`src/rtl/digit_serial_cla_adder.sv`:
```
// Digit-serial adder: DIGIT bits per clock through one carry-lookahead slice, valid/ready on both sides.
// Define DIGIT_SERIAL_ADDER_OVF_EN to add the signed-overflow output ovf_out.
module digit_serial_cla_adder #(
    parameter int WIDTH = 16,
    parameter int DIGIT = 4
) (
    input  logic             clk,
    input  logic             rst,
    input  logic             in_valid,
    output logic             in_ready,
    input  logic [WIDTH-1:0] a_in,
    input  logic [WIDTH-1:0] b_in,
    input  logic             c_in,
    output logic             out_valid,
    input  logic             out_ready,
    output logic [WIDTH-1:0] s_out,
    output logic             c_out,
    output logic             busy
`ifdef DIGIT_SERIAL_ADDER_OVF_EN
    ,
    output logic             ovf_out
`endif
);

    localparam int N  = WIDTH / DIGIT;
    localparam int CW = (N > 1) ? $clog2(N) : 1;
    localparam logic [CW-1:0] LAST = CW'(N - 1);

    typedef enum logic [1:0] {IDLE, ADD, DONE} state_t;

    state_t           state_q, state_d;
    logic [WIDTH-1:0] a_q, a_d, b_q, b_d, sum_q, sum_d;
    logic             carry_q, carry_d, cout_q, cout_d;
    logic [CW-1:0]    cnt_q, cnt_d;
    logic             accept;
    logic [DIGIT-1:0] aDig, bDig, gen, prop, digSum;
    logic [DIGIT:0]   cy;
    logic             pChain;
`ifdef DIGIT_SERIAL_ADDER_OVF_EN
    logic             ovf_q, ovf_d;
`endif

    // Each carry is the OR of generate terms gated by the propagate chain, not a ripple of prior carries.
    always_comb begin
        aDig   = a_q[int'(cnt_q)*DIGIT +: DIGIT];
        bDig   = b_q[int'(cnt_q)*DIGIT +: DIGIT];
        gen    = aDig & bDig;
        prop   = aDig ^ bDig;
        cy     = '0;
        cy[0]  = carry_q;
        pChain = 1'b0;
        for (int i = 0; i < DIGIT; i++) begin
            cy[i+1] = gen[i];
            pChain  = prop[i];
            for (int j = i - 1; j >= 0; j--) begin
                cy[i+1] = cy[i+1] | (pChain & gen[j]);
                pChain  = pChain & prop[j];
            end
            cy[i+1] = cy[i+1] | (pChain & carry_q);
        end
        digSum = prop ^ cy[DIGIT-1:0];
    end

    always_comb begin
        in_ready = (state_q == IDLE) || ((state_q == DONE) && out_ready);
        accept   = in_valid && in_ready;
        state_d  = state_q;
        a_d      = a_q;
        b_d      = b_q;
        sum_d    = sum_q;
        carry_d  = carry_q;
        cout_d   = cout_q;
        cnt_d    = cnt_q;
`ifdef DIGIT_SERIAL_ADDER_OVF_EN
        ovf_d    = ovf_q;
`endif
        case (state_q)
            IDLE: if (accept) state_d = ADD;
            ADD: begin
                sum_d[int'(cnt_q)*DIGIT +: DIGIT] = digSum;
                carry_d = cy[DIGIT];
                cnt_d   = cnt_q + 1'b1;
                if (cnt_q == LAST) begin
                    state_d = DONE;
                    cout_d  = cy[DIGIT];
                    cnt_d   = '0;
`ifdef DIGIT_SERIAL_ADDER_OVF_EN
                    ovf_d   = cy[DIGIT] ^ cy[DIGIT-1];
`endif
                end
            end
            DONE: if (out_ready) state_d = accept ? ADD : IDLE;
            default: state_d = IDLE;
        endcase
        // A DONE-state accept overrides the counter/carry so the next add starts on the same edge.
        if (accept) begin
            a_d     = a_in;
            b_d     = b_in;
            carry_d = c_in;
            cnt_d   = '0;
        end
    end

    always_ff @(posedge clk or posedge rst) begin
        if (rst) begin
            state_q <= IDLE;
            a_q     <= '0;
            b_q     <= '0;
            sum_q   <= '0;
            carry_q <= 1'b0;
            cout_q  <= 1'b0;
            cnt_q   <= '0;
`ifdef DIGIT_SERIAL_ADDER_OVF_EN
            ovf_q   <= 1'b0;
`endif
        end else begin
            state_q <= state_d;
            a_q     <= a_d;
            b_q     <= b_d;
            sum_q   <= sum_d;
            carry_q <= carry_d;
            cout_q  <= cout_d;
            cnt_q   <= cnt_d;
`ifdef DIGIT_SERIAL_ADDER_OVF_EN
            ovf_q   <= ovf_d;
`endif
        end
    end

    assign out_valid = (state_q == DONE);
    assign busy      = (state_q == ADD);
    assign s_out     = sum_q;
    assign c_out     = cout_q;
`ifdef DIGIT_SERIAL_ADDER_OVF_EN
    assign ovf_out   = ovf_q;
`endif

endmodule
```
`config.mk`:
```
export PLATFORM = sky130hd
export DESIGN_NAME = digit_serial_cla_adder
export DESIGN_NICKNAME = d
export VERILOG_FILES = /design/src/rtl/digit_serial_cla_adder.sv
export SDC_FILE = /design/constraint.sdc
export NUM_CORES = 1
export LEC_CHECK = 0
export CAP_MARGIN = 20
export CORE_ASPECT_RATIO = 0.7
export CORE_UTILIZATION = 35
export CTS_BUF_LIST = sky130_fd_sc_hd__clkbuf_16
export CTS_CLUSTER_SIZE = 40
export DETAILED_ROUTE_END_ITERATION = 16
export GPL_TIMING_DRIVEN = 0
export PLACE_DENSITY = 0.68
export SYNTH_ARGS = -nofsm -noshare
export SYNTH_HDL_FRONTEND = slang
export SYNTH_SLANG_ARGS = --single-unit
```
`constraint.sdc`:
```
create_clock -name clk -period 3.1 [get_ports clk]
set_input_delay 0.62 -clock clk [delete_from_list [all_inputs] [get_ports clk]]
set_output_delay 0.62 -clock clk [all_outputs]
set_load 0.1 [all_outputs]
```
======== Word-level counts from Yosys, hierarchy flattened ========
Index checks and enable logic that the tools add are counted.
word-level totals
  register bits ........................... 54
  output and inout bits ................... 20
  input port bits ......................... 37
  word-level logic and storage cells ...... 66
cells by class
  bitwise logic cells ..................... 29
  equality and inequality tests ........... 6
  multiplexer cells ....................... 11
  add/sub/neg operators ................... 2
  shift operators ......................... 4
  reduce and logical (&&, ||, !) cells .... 7
operators by type and width
  cell                                                                     number
  4-bit negation with 33-bit output                                        1
  4-bit by 33-bit variable shift with 16-bit output, first input constant  1
  4-bit by 33-bit variable part select with 16-bit output                  1
  16-bit by 5-bit variable part select with 4-bit output                   2
  1-bit AND                                                                16
  16-bit bitwise mux                                                       1
  2-bit two-way mux                                                        6
  1-bit OR                                                                 10
  4-bit XOR                                                                2
  2-bit case mux with 3 select lines                                       1
  4-bit AND                                                                1
  2-bit equality test, second input constant                               2
  2-bit by 1-bit != test with 1-bit output, second input constant          2
  1-bit two-way mux                                                        3
  3-bit AND reduction                                                      1
  2-bit by 1-bit adder with 2-bit output, second input constant            1
  2-bit by 1-bit equality test with 1-bit output, second input constant    1
  1-bit logical AND                                                        2
  2-bit zero test                                                          1
  2-bit != test, second input constant                                     1
  2-bit AND reduction                                                      1
  2-bit nonzero test                                                       1
  1-bit logical OR                                                         1

======== Depth between registers and ports, before layout ========
  depth after elaboration ................. 9
  gate-level depth with buffers ........... 7
  gate-level depth less buffers ........... 6

======== Worst setup path before layout ========
Ideal clock, no wire load.
  path kind ............................... input port to flip-flop
  start point ............................. in out_ready
  end point ............................... reg a_q[0]
  arrival ................................. 2408 ps
  path slack .............................. 567 ps
  required time ........................... 2975 ps
  path buffers ............................ 2
  library setup time ...................... 125 ps
  stages on the path ...................... 6
  path through ............................ inv_1 a21oi_2 and2_4 buf_6 buf_6 mux2_4
between the ends
  word-level cells in the longest chain between the ends .. 3
ends and longest elaborated chain
  element               RTL line  RTL
  start, declared       15        input logic out_ready,
  1-bit logical AND     65        in_ready = (state_q == IDLE) || ((state_q == DONE) && out_ready);
  1-bit logical OR      65
  named net in_ready    10        output logic in_ready,
  1-bit logical AND     66        accept = in_valid && in_ready;
  end signal, assigned  107       a_q <= '0;
  end signal, assigned  118       a_q <= a_d;
  end, declared         32        logic [WIDTH-1:0] a_q, a_d, b_q, b_d, sum_q, sum_d;
The timed path passes the listed nets, and every way through them passes these cells.
A chain may end at the register's enable or synchronous reset.

======== Worst setup path after layout ========
  start point ............................. reg state_q[1]
  end point ............................... out busy
between the ends
  word-level cells in the longest chain between the ends .. 1
ends and longest elaborated chain
  element                                         RTL line  RTL
  start, declared                                 31        state_t state_q, state_d;
  start signal, assigned                          117       state_q <= state_d;
  2-bit by 1-bit equality test with 1-bit output  131       assign busy = (state_q == ADD);
  end, declared                                   18        output logic busy
Every way passes these cells.

==> impl_metrics.env <==
export IMPL_outcome="finished, violations left"
export IMPL_violations="DRC"
export IMPL_synthFlopType="dfrtp_1"
export IMPL_clk_pin_slew_ns=0.07
export IMPL_cts_root_buf="clkbuf_16"
export IMPL_dp_cells=355
export IMPL_drc=1
export IMPL_synthCells=200
export IMPL_core_sq_mm=0.00732
export IMPL_yosys_area_top_type="dfrtp_1"
export IMPL_cpLargestDelayFamily="buffers and inverters"
export IMPL_chipWidth_microns=106
export IMPL_synthTopCellsByArea="dfrtp_1, mux2_4, mux4_2"
export IMPL_place_area_sq_mm=0.00335
export IMPL_synth_edf_count=0
export IMPL_antenna_left=0
export IMPL_vias_per_cell=4.79
export IMPL_fin_nets=313
export IMPL_tightest_slew_ns=0.966
export IMPL_fin_crit_ns=2.84
export IMPL_maxCapViolCount=0
export IMPL_grt_overflow_total=0
export IMPL_post_cts_buffers=0
export IMPL_drive_gt1_frac=0.219
export IMPL_setup_tns_ns=0
export IMPL_wl_per_cell_microns=14.7
export IMPL_drtIter0Drc=73
export IMPL_min_delay_path_depth=2
export IMPL_period_share=0.916
export IMPL_worst_path_stages=4
export IMPL_hold_path_end="s_out[8]$_DFFE_PP0P_"
export IMPL_synthArstFlopShare=1.00
export IMPL_fin_hold_ws_ns=0.487
export IMPL_clkLatencyLatePin_ns=0.29
export IMPL_slew_headroom=0.354
export IMPL_register_area_sq_mm=0.00135
export IMPL_worst_setup_path_type="flip-flop to output port"
export IMPL_synthesis_area_sq_mm=0.00265
export IMPL_row_count=26
export IMPL_slowest_stage="dlygate4sd2_1"
export IMPL_avgSynthCellArea_sq_um=13.2
export IMPL_max_freq_mhz=352
export IMPL_final_area_sq_mm=0.00349
export IMPL_rsz0062_at_grt="no"
export IMPL_r2r_start="cnt_q[0]$_DFFE_PP0P_"
export IMPL_drv_slew=0
export IMPL_routed_wirelength_mm=5.35
export IMPL_syn_to_final_growth_pct=32.1
export IMPL_cts_tree="built"
export IMPL_cp_arrival_ns=2.22
export IMPL_io_pins=57
export IMPL_start_kind="flip-flop"
export IMPL_path_buf_inv=3
export IMPL_yosys_area_top_type_share=0.511
export IMPL_port_buffers=56
export IMPL_cp_max_fo=10
export IMPL_h_tree_depth=2
export IMPL_antenna_found_initial=0
export IMPL_regToRegSetupSlack_ns=0.30
export IMPL_hp_start="s_out[8]$_DFFE_PP0P_"
export IMPL_required_ns=2.48
export IMPL_ys_warnings_count=0
export IMPL_clkSinkCount=54
export IMPL_mostFrequentLayoutCells="dfrtp_1, clkdlybuf4s50_1, mux2_4"
export IMPL_skew_ns=0.00392
export IMPL_clockBufferDepth=2
export IMPL_finalSetupViolCount=0
export IMPL_crit_path_cell_trace="nand2b_1, inv_1, buf_2, dlygate4sd2_1"
export IMPL_layoutNonFillerInstCount=363
export IMPL_critPathMaxStageDelay_ns=0.88
export IMPL_cts_buffers=5
export IMPL_multi_input_area_sq_mm=0.00121
export IMPL_ys_seq_elements=54
export IMPL_start_util=0.361
export IMPL_gp_congestion=0.749
export IMPL_diodes=0
export IMPL_dieArea_sq_mm=0.00791
export IMPL_grt_first_pass_wirelength_mm=8.75
export IMPL_dpl_hpwl_mm=4.06
export IMPL_track_usage=0.145
export IMPL_vias=1740
export IMPL_fillerInstances=657
export IMPL_grt_pass1_vias=1693
export IMPL_synth_seq_area_share=0.511
export IMPL_ys_types=34
export IMPL_syn_nets=249
export IMPL_hold_class="flip-flop to flip-flop"
export IMPL_grt_max_degree=44
export IMPL_hold_violations=0
export IMPL_r2r_cells=7
export IMPL_die_h_microns=74.7
export IMPL_end_kind="output port"
export IMPL_first_pass_iters=10
export IMPL_rr_endpoint="s_out[6]$_DFFE_PP0P_"
==> cells in the mapped netlist (2+ instances only) <==
| library cell | n |
|---|---|
| nand2_1 | 25 |
| buf_2 | 2 |
| inv_1 | 9 |
| a21oi_1 | 5 |
| buf_6 | 4 |
| o21ai_0 | 19 |
| nand3_1 | 2 |
| nor3_1 | 2 |
| dfrtp_1 | 54 |
| mux2_2 | 5 |
| ha_1 | 11 |
| mux4_2 | 8 |
| mux2_4 | 27 |
| nand2b_1 | 3 |
| nor2_1 | 5 |
==> cells by family after synthesis <==
logic type / share of synthesized area
DFF: 0.511
muxes: 0.243
AOI/OAI and AO/OA: 0.0771
adders and majority gates: 0.0596
buffers and inverters: 0.0350
xor gates and xnor gates: 0.00662
and+or+nand+nor: 0.0681
==> per-layer routing <==
| layer | vias to the layer above | track usage | wire, microns |
|---|---|---|---|
| met1 | 856 | 0.214 | 2830 |
| met2 | 44 | 0.220 | 2250 |
| met4 | 0 | 0.0370 | 28 |
| li1 | 837 | - | - |
| met3 | 3 | 0.0303 | 240 |
| met5 | - | 0 | 0 |
==> state kept, by name, indices dropped and copies added (netlist names) <==
register	flops
s_out	16
cnt_q	2
c_out	1
a_q	16
state_q	2
carry_q	1
b_q	16
==> tightest hold or removal path, delay by kind of cell (launching register included) <==
family / cells / cell delay (ns)
compound gates: 1 / 0.06
flops: 1 / 0.35
simple gates: 1 / 0.05
==> timing repair <==
action,CTS,global route
endpoints found under the hold margin,0,0
cloned,0,0
gates resized for setup,2,1
hold buffers,0,0
endpoints found under the setup margin,2,4
pin swaps,0,0
==> layout make-up <==
class / count / area share
flip-flops and latches: 54 / 0.387
inverters: 9 / 0.00967
multi-input cells: 130 / 0.346
repair buffers: 57 / 0.165
clock buffers: 5 / 0.0358
plain buffers: 7 / 0.0168
clock inverters: 3 / 0.00465
well taps: 98 / 0.0351
==> worst max-delay path by stage <==
stage                                      start                    end  slack, ns
after CTS                   cnt_q[0]$_DFFE_PP0P_   s_out[2]$_DFFE_PP0P_       0.19
after global placement                 out_ready               in_ready      -0.03
after floorplan                        out_ready     a_q[0]$_DFFE_PP0P_       0.57
final                     state_q[1]$_DFFE_PP0P_                   busy       0.26
after detailed placement               out_ready               in_ready      -0.03
after global routing        cnt_q[0]$_DFFE_PP0P_  s_out[14]$_DFFE_PP0P_       0.07
==> metrics by stage <==
| stage | worst slack (ns) | util |
|---|---|---|
| CTS | 0.185 | 0.476 |
| floorplan | 0.567 | - |
| global route | 0.0745 | 0.477 |
| global placement | -0.0314 | 0.455 |
| finish | 0.260 | 0.477 |
| detailed placement | -0.0254 | 0.457 |
Power is left out: the tool's default activity adds up to more than one toggle a clock period on the data nets, which glitch-free logic cannot reach.
